File: src/rtl/approx_mul_rr_sched.sv
// Round-robin scheduler that time-shares one external combinational approximate
// multiplier among NREQ requesters through a registered issue stage and a registered result stage.
module approx_mul_rr_sched #(
    parameter int NREQ = 4,
    parameter int W    = 8,
    parameter int IDW  = 2
) (
    input  logic                 clk,
    input  logic                 rst,
    input  logic [NREQ-1:0]      req_valid,
    output logic [NREQ-1:0]      req_ready,
    input  logic [NREQ*W-1:0]    req_x,
    input  logic [NREQ*W-1:0]    req_y,
    output logic [W-1:0]         mul_x,
    output logic [W-1:0]         mul_y,
    input  logic [2*W-1:0]       mul_z,
    output logic                 rsp_valid,
    input  logic                 rsp_ready,
    output logic [IDW-1:0]       rsp_id,
    output logic [2*W-1:0]       rsp_z,
    output logic                 busy,
    output logic [15:0]          op_count
);

    logic            iv_q, iv_d;
    logic [W-1:0]    iss_x_q, iss_x_d;
    logic [W-1:0]    iss_y_q, iss_y_d;
    logic [IDW-1:0]  iss_id_q, iss_id_d;
    logic            rv_q, rv_d;
    logic [2*W-1:0]  res_z_q, res_z_d;
    logic [IDW-1:0]  res_id_q, res_id_d;
    logic [IDW-1:0]  ptr_q, ptr_d;
    logic [15:0]     op_cnt_q, op_cnt_d;

    logic            res_free, iss_adv, iss_free, accept;
    logic            win_found;
    logic [IDW-1:0]  win_idx;
    logic [IDW-1:0]  cand;
    logic [IDW:0]    sum;
    logic [W-1:0]    win_x, win_y;

    // Search starts at ptr and wraps at NREQ, which need not be a power of two.
    always_comb begin
        win_found = 1'b0;
        win_idx   = '0;
        cand      = '0;
        sum       = '0;
        for (int k = 0; k < NREQ; k++) begin
            sum = {1'b0, ptr_q} + (IDW+1)'(k);
            if (sum >= (IDW+1)'(NREQ)) begin
                cand = IDW'(sum - (IDW+1)'(NREQ));
            end else begin
                cand = IDW'(sum);
            end
            if (!win_found && req_valid[cand]) begin
                win_found = 1'b1;
                win_idx   = cand;
            end
        end
    end

    always_comb begin
        win_x = '0;
        win_y = '0;
        for (int i = 0; i < NREQ; i++) begin
            if (IDW'(i) == win_idx) begin
                win_x = req_x[i*W +: W];
                win_y = req_y[i*W +: W];
            end
        end
    end

    always_comb begin
        res_free  = !rv_q || rsp_ready;
        iss_adv   = iv_q && res_free;
        iss_free  = !iv_q || iss_adv;
        accept    = win_found && iss_free;
        req_ready = '0;
        if (!rst && win_found) begin
            req_ready[win_idx] = iss_free;
        end
    end

    always_comb begin
        iv_d     = iv_q;
        iss_x_d  = iss_x_q;
        iss_y_d  = iss_y_q;
        iss_id_d = iss_id_q;
        ptr_d    = ptr_q;
        rv_d     = rv_q;
        res_z_d  = res_z_q;
        res_id_d = res_id_q;
        op_cnt_d = op_cnt_q;
        if (accept) begin
            iv_d     = 1'b1;
            iss_x_d  = win_x;
            iss_y_d  = win_y;
            iss_id_d = win_idx;
            ptr_d    = (win_idx == IDW'(NREQ-1)) ? '0 : win_idx + IDW'(1);
        end else if (iss_adv) begin
            iv_d = 1'b0;
        end
        if (iss_adv) begin
            rv_d     = 1'b1;
            res_z_d  = mul_z;
            res_id_d = iss_id_q;
        end else if (rsp_ready) begin
            rv_d = 1'b0;
        end
        if (rv_q && rsp_ready && op_cnt_q != 16'hFFFF) begin
            op_cnt_d = op_cnt_q + 16'd1;
        end
    end

    always_ff @(posedge clk or posedge rst) begin
        if (rst) begin
            iv_q     <= 1'b0;
            iss_x_q  <= '0;
            iss_y_q  <= '0;
            iss_id_q <= '0;
            rv_q     <= 1'b0;
            res_z_q  <= '0;
            res_id_q <= '0;
            ptr_q    <= '0;
            op_cnt_q <= '0;
        end else begin
            iv_q     <= iv_d;
            iss_x_q  <= iss_x_d;
            iss_y_q  <= iss_y_d;
            iss_id_q <= iss_id_d;
            rv_q     <= rv_d;
            res_z_q  <= res_z_d;
            res_id_q <= res_id_d;
            ptr_q    <= ptr_d;
            op_cnt_q <= op_cnt_d;
        end
    end

    // Operands are gated to zero while idle so the shared multiplier does not toggle.
    assign mul_x     = iv_q ? iss_x_q : '0;
    assign mul_y     = iv_q ? iss_y_q : '0;
    assign rsp_valid = rv_q;
    assign rsp_z     = res_z_q;
    assign rsp_id    = res_id_q;
    assign busy      = iv_q || rv_q;
    assign op_count  = op_cnt_q;

endmodule

File: config.mk
export PLATFORM = sky130hd
export DESIGN_NAME = approx_mul_rr_sched
export DESIGN_NICKNAME = d
export VERILOG_FILES = /design/src/rtl/approx_mul_rr_sched.sv
export SDC_FILE = /design/constraint.sdc
export NUM_CORES = 1
export LEC_CHECK = 0
export ABC_AREA = 1
export BUFFER_PORTS_ARGS = -buffer_cell sky130_fd_sc_hd__clkbuf_2
export CORE_AREA = 2 2 87 89
export CTS_CLUSTER_DIAMETER = 60
export DETAILED_ROUTE_END_ITERATION = 8
export DIE_AREA = 0 0 89 91
export PLACE_DENSITY = 0.79
export SLEW_MARGIN = 20
export SYNTH_ARGS = -nofsm -noshare
export SYNTH_HDL_FRONTEND = slang
export SYNTH_SLANG_ARGS = --single-unit
File: constraint.sdc
create_clock -name clk -period 2.94 [get_ports clk]
set_clock_uncertainty 0.05 [all_clocks]
set_input_delay 0.147 -clock clk [delete_from_list [all_inputs] [get_ports clk]]
set_output_delay 0.147 -clock clk [all_outputs]
set_load 0.005 [all_outputs]
==> summary.txt, run 1 <==
Outcome: finished, final reports clean
Leakage power: 0.00243 uW
Setup violators final: 0
Vias in the first global route: 3,228
Post-synthesis sequential area ratio: 41.8%
Die X-Extent: 89 um
Pwr dens: 1210 nW/um^2
Hpwl dp: 6700 um
Crit path from: ptr_q[0]
Worst Hold Path Cells: 2
Slew @ Worst Pin: 0.764 ns
Max clock buf depth: 2
Register bit total from synthesis: 56
CTS tree: built
Placer Congestion: 0.893
Initial antenna violation count: 0
Number of cells on the critical path: 14
Crit-path slowest cell: dfrtp_2
FF-to-FF setup slack: 0.33 ns
Fmax: 375 MHz
Drc violations: 0
Largest net degree at the start of global routing: 38
Critical path launch point type: register
Sink Count: 56
WP data arrival: 2.47 ns
Post-synthesis net count: 547
Primary FF master, synth: dfrtp_1
Most numerous cell on the critical path: nand2_1
Int Power: 2620 uW
Max Cap Viol: 0
Sequential share of power: 26.0%
Number of flops mapped to enable cells by yosys: 0
Final Max Slew Viols: 0
WS Path Type: reg -> out
Unrepaired setup endpoints after global routing: no
Clock power share: 8.3%
DRT antenna net count: 0
Total grt overflow: 0
Max incr delay on CP: 0.50 ns
Worst r2r path cells: 16
Distinct cells, synth: 30
Global-route wire length before repair: 14,100 um
Avg Synthesized Cell Area: 7.36 um^2
ANT cells: 0
Worst VDD drop: 1090 uV
Mapped Area: 3350 um^2
Clock Tree Root: clkbuf_8
Syn-to-layout area delta: 26.6%
GRT Overall Usage: 21.4%
FP Rows: 31
Logic pwr share: 65.7%
Fin. Hold Viols: 0
Sw Share: 49.0%
Via Count: 3,341
Min-delay src: mul_z[6]
IO Port Bufs: 142
Design area: 4240 um^2
Via density: 4.82
Reg2reg start: ptr_q[0]
Hold-critical path endpoint: rsp_z[6]
Die Footprint: 8100 um^2
Die H: 91 um
Share of cells above drive strength 1: 32.3%
Reg-to-Reg End: iss_x_q[2]
Post-layout util: 59.4%
CP Buf/Inv Count: 4
Sequence of cells on the critical path: inv_6 -> nand2_1 -> nand2_2 -> nand2_2 -> nand2_1 -> nor2_2 -> nand3_2 -> inv_1 -> nor2_1 -> ha_1 -> buf_4 -> nand2_1 -> nor2_1 -> clkbuf_2
Clock-pin slew of the registers on the worst-case setup and hold paths: 0.11 ns
NetSw: 2510 uW
I/O pins: 143
Final nets: 685
Mapped Cells: 455
Sum Neg Setup Slack: 0 ns
Worst EP required: 2.74 ns
Asr flop ratio synth: 100%
DP Area: 4110 um^2
CTS buffer count: 5
Tmin final: 2.67 ns
H-tree levels: 2
DR iter-0 viols: 127
Hold Path Class: in -> reg
Pre-antenna DRT Iters: 4
YS warnings: 0
Final period utilization: 90.8%
Setup crit end kind: primary output
Clk Latency, worst-skew pair: 0.31 ns
Average wire per standard cell: 12.2 um
Critical Path Fanout Max: 17
Final WL: 8420 um
Starting Density: 46.9%
Final hold slack: 0.0182 ns
Core area: 7140 um^2
Family with the most delay on the worst path: simple AND/OR/NAND/NOR gates
Worst relative slew slack: 48.9%
-- worst max path at each step --
stage | slack [ns] | end
final | 0.27 | req_ready[1]
after CTS | 0.12 | req_ready[2]
after floorplan | 0.49 | iss_x_q[7]
after global placement | 0.33 | iss_x_q[2]
after detailed placement | 0.28 | iss_x_q[2]
after global routing | 0.01 | req_ready[3]
-- cells in the final DEF (no fill, tap or decap), drive strengths merged --
master / netlist / layout
nand2: 189 / 189
clkbuf: 9 / 147
dfrtp: 56 / 56
inv: 52 / 51
o21ai: 43 / 43
mux2: 17 / 17
nand3: 17 / 17
a21oi: 16 / 16
xor2: 11 / 11
nor2: 11 / 11
nor3: 10 / 10
buf: 10 / 7
ha: 5 / 5
nand4: 3 / 3
clkinvlp: 0 / 3
xnor2: 3 / 3
and2: 1 / 1
or2: 1 / 1
nor4: 1 / 1
clkinv: 0 / 1
dlygate4sd3: 0 / 1
-- cells in the mapped netlist, drive strengths merged (5+ instances only) --
cell    number  area (um^2)
xor2        11         96.3
ha           5         62.6
dfrtp       56         1400
nor2        11         46.3
clkbuf       9         33.8
nand3       17         95.1
buf         10         76.3
mux2        17          191
inv         52          203
nor3        10         50.1
o21ai       43          223
nand2      189          727
a21oi       16         80.1
-- area by class of cell --
cell class	count	area, um^2
clock buffers	5	68.8
clock inverters	3	23.8
fillers	703	2900
inverters	52	206
multi-input cells	328	1640
flip-flops and latches	56	1400
well taps	99	124
repair buffers	150	781
-- metal layers --
| metal | vias to the layer above | wire length (um) | GRT usage, % |
|---|---|---|---|
| met5 | - | 0 | 0 |
| met4 | 0 | 127 | 5.22 |
| met3 | 8 | 441 | 3.18 |
| met2 | 121 | 4270 | 38.2 |
| met1 | 1520 | 3580 | 26.8 |
| li1 | 1692 | - | - |
-- through the flow --
stage	std cells	power, uW	setup slack (ns)
floorplan	455	3750	0.490
global placement	682	4540	0.332
detailed placement	682	4640	0.278
CTS	691	5080	0.121
global route	693	5770	0.0106
finish	693	5130	0.272
-- timing repair --
item / CTS / global route
resized for setup: 0 / 4
hold endpoints to repair: 19 / 0
hold buffers: 1 / 0
setup buffers: 0 / 2
setup endpoints to repair: 0 / 8
-- cell families (layout without fill, tap and decap cells) --
group,after synthesis,count (layout),synth area share (%)
AOI/OAI and AO/OA,59,59,9.04
xor gates and xnor gates,14,14,3.66
adders and majority gates,5,5,1.87
buffers and inverters,71,210,9.34
DFF,56,56,41.8
muxes,17,17,5.72
and+or+nand+nor,233,233,28.5
-- registers in the layout (all words and copies together), names as in the netlist --
register / count
rsp_valid: 1
rsp_z: 16
op_count: 16
iv_q: 1
iss_x_q: 8
ptr_q: 2
iss_y_q: 8
rsp_id: 2
iss_id_q: 2
-- power by group through the flow --
stage | clock network (uW) | registers, uW | logic (uW)
3_5_place_dp | 0 | 1350 | 3290
6_report | 424 | 1340 | 3370
2_1_floorplan | 0 | 1280 | 2470
5_1_grt | 479 | 1380 | 3910
3_3_place_gp | 0 | 1340 | 3200
4_1_cts | 443 | 1340 | 3300
(Power assumes the default switching activity.)
==> inputs of run 2 (changes only) <==
ABC_AREA = default   (was 1)
CORE_AREA = 2 2 84 86   (was 2 2 87 89)
DIE_AREA = 0 0 86 88   (was 0 0 89 91)
REMOVE_ABC_BUFFERS = 1   (was default)
==> run 2 against run 1 <==
Clock-buffer cell count unchanged. Worst hold slack better by 0.0015 ns. Register-to-register slack hardly changed. Final cell count is 25% lower. Utilization shrank 0.92 points. Largest cell class unchanged. Design area down 8.3%. Non-clock buffer count is 2 lower.
==> summary.txt, run 2 <==
Outcome: finished, final reports clean
Final period utilization: 89.8% (-1.0 points)
DR iter-0 viols: 71 (-44%)
Starting Density: 45.4% (-1.5 points)
Synth cell count leaders: dfrtp_1 (56), nand2_1 (24), inv_1 (22), mux2_2 (21), nor2_1 (21)
Share of cells above drive strength 1: 42.3% (+10 points)
Clock-pin slew of the registers on the worst-case setup and hold paths: 0.10 ns (about the same)
WP data arrival: 2.44 ns (-0.03 ns)
Critical path launch point type: register
Sequential share of power: 40.7% (+15 points)
H-tree levels: 2 (unchanged)
GRT Overall Usage: 19.9% (-1.6 points)
Most frequent cells in the layout: clkbuf_2 (142), dfrtp_1 (56), nand2_1 (24)
Slew @ Worst Pin: 0.687 ns (-0.0779 ns)
Setup bufs post-CTS: 0 (unchanged)
Asr flop ratio synth: 100% (unchanged)
FF-to-FF setup slack: 0.33 ns (about the same)
Tmin final: 2.64 ns (-0.0297 ns)
Clk Latency, worst-skew pair: 0.30 ns (about the same)
Die H: 88 um (-3.3%)
Avg Synthesized Cell Area: 10.1 um^2 (+37%)
Register bit total from synthesis: 56 (unchanged)
Final hold slack: 0.0197 ns (+0.00149 ns)
Global-route wire length before repair: 12,000 um (-14%)
Int Power: 1780 uW (-32%)
Initial antenna violation count: 0 (unchanged)
Via density: 5.35 (+11%)
Worst relative slew slack: 54.1% (+5.2 points)
Die Footprint: 7570 um^2 (-6.6%)
IO Port Bufs: 142 (unchanged)
Core area: 6640 um^2 (-6.9%)
Clock power share: 15.4% (+7.1 points)
Die X-Extent: 86 um (-3.4%)
Unrepaired setup endpoints after global routing: no
CTS tree: built
Drc violations: 0 (unchanged)
Pwr dens: 724 nW/um^2 (-40%)
Pre-antenna DRT Iters: 4 (unchanged)
Top cell type's share of synthesized area: 46.4% (+4.6 points)
ANT cells: 0 (unchanged)
Distinct cells, synth: 39 (+30%)
YS warnings: 0 (unchanged)
Syn-to-layout area delta: 28.8%
Final WL: 7450 um (-12%)
Sum Neg Setup Slack: 0 ns (unchanged)
Synth area leaders: dfrtp_1 (46%), mux2_2 (7.8%), a221oi_1 (4.6%)
Hpwl dp: 5610 um (-16%)
Reg-to-Reg End: iss_x_q[0]
Sw Share: 36.7% (-12 points)
Clock Tree Root: clkbuf_8
WS Path Type: reg -> out
Crit-path slowest cell: ha_1
Tot Pwr: 2810 uW (-45%)
Synth area leader: dfrtp_1
Fin cells: 517 (-25%)
Number of flops mapped to enable cells by yosys: 0 (unchanged)
Hold Path Class: in -> reg
Setup violators final: 0 (unchanged)
I/O pins: 143 (unchanged)
Sequence of cells on the critical path: nand2b_1 -> a21oi_1 -> a221oi_1 -> and2_1 -> ha_1 -> and3_1 -> clkbuf_2
Sink Count: 56 (unchanged)
Largest net degree at the start of global routing: 42 (+11%)
Post-synthesis sequential area ratio: 46.4% (+4.6 points)
Number of filler cells placed in the layout: 597 (-15%)
Placer Congestion: 0.871 (-2.6%)
Most common cell in the synthesized netlist: dfrtp_1
Setup crit end kind: primary output
CP Buf/Inv Count: 1 (-3)
Critical Path Fanout Max: 12 (-5)
FP Rows: 30 (-3.2%)
Worst setup path end: req_ready[3]
Primary FF master, synth: dfrtp_1
Vias in the first global route: 2,731 (-15%)
Mapped Cells: 300 (-34%)
Max Cap Viol: 0 (unchanged)
NetSw: 1030 uW (-59%)
Final Max Slew Viols: 0 (unchanged)
CTS buffer count: 5 (unchanged)
Final nets: 528 (-23%)
Leakage power: 0.00203 uW (-16%)
DRT antenna net count: 0 (unchanged)
Via Count: 2,765 (-17%)
Fmax: 379 MHz (+1.1%)
Inst Count DP: 508 (-26%)
Min-delay src: req_x[25]
Crit path from: ptr_q[0]
Max clock buf depth: 2 (unchanged)
Reg2reg start: ptr_q[1]
Total grt overflow: 0 (unchanged)
Worst EP required: 2.74 ns (about the same)
Number of cells on the critical path: 7 (-7)
Most common cell after layout, fill and taps aside: clkbuf_2
Max incr delay on CP: 0.48 ns (-0.02 ns)
Average wire per standard cell: 14.4 um (+19%)
Mapped Area: 3020 um^2 (-9.9%)
Worst r2r path cells: 9 (-7)
Worst VDD drop: 324 uV (-70%)
Family with the most delay on the worst path: simple AND/OR/NAND/NOR gates
Logic pwr share: 43.8% (-22 points)
Fin. Hold Viols: 0 (unchanged)
## run 2: cell count changes in the layout (fill, tap and decap cells not counted), sizes merged, moves of 15 or more
cell / delta
o21ai: -42
inv: -28
and2: +17
a31oi: +15
a221oi: +16
a211o: +15
nand2: -165
## run 2: timing repair
action	4_1_cts	5_1_grt
gates resized for setup	0	1
hold buffers	1	0
setup endpoints to repair	0	1
endpoints found under the hold margin	20	0
## run 2: area by class of cell
class	instances	area [um^2]	area share, %
Tap cell	80	100	2.57
Sequential cell	56	1400	36.0
Timing Repair Buffer	148	771	19.8
Inverter	22	82.6	2.12
Clock buffer	5	68.8	1.77
Multi-Input combinational cell	203	1440	37.1
Clock inverter	3	22.5	0.579
## run 2: metrics by stage
stage               instance area (um^2)  setup slack (ns)  utilization [%]
finish                              3890             0.301             58.5
global route                        3890             0.143             58.5
CTS                                 3880           0.00663             58.5
detailed placement                  3780             0.181             56.9
global placement                    3780             0.326             56.9
floorplan                           2920             0.449                -
## run 2: worst min path at each step
stage / end / slack [ns] / depth (start not counted)
floorplan: rsp_z[0] / 0.25 / 1
global placement: rsp_z[11] / 0.13 / 2
detailed placement: rsp_z[11] / 0.16 / 2
CTS: iss_x_q[1] / 0.009 / 3
global route: rsp_z[1] / 0.009 / 2
finish: iss_x_q[1] / 0.02 / 3
## run 2: power groups by stage
stage,combinational [uW],clock [uW],sequential [uW]
2_1_floorplan,762,0,1130
3_3_place_gp,1190,0,1150
3_5_place_dp,1230,0,1160
4_1_cts,1240,454,1150
5_1_grt,1360,479,1180
6_report,1230,435,1150
## run 2: layer usage
metal / global-route usage [%] / vias up / share of wire [%]
li1: - / 1332 / -
met3: 3.68 / 10 / 6.9
met4: 5.77 / 0 / 1.1
met1: 24.6 / 1301 / 44
met5: 0 / - / 0
met2: 35.4 / 122 / 48
## run 2: logic make-up (layout without fill, tap and decap cells)
group	Yosys count	count (layout)	synth area share, %
buf+inv	41	178	5.93
fa+ha+maj	5	5	2.07
flops	56	56	46.4
xor+xnor	14	14	4.06
simple gates	103	103	18.2
compound gates	58	58	14.6
mux	23	23	8.71
## run 2: tightest hold or removal path, stage by stage
cell and delay, ns:
clkbuf_2 0.08, nand2_1 0.05, a31oi_1 0.07
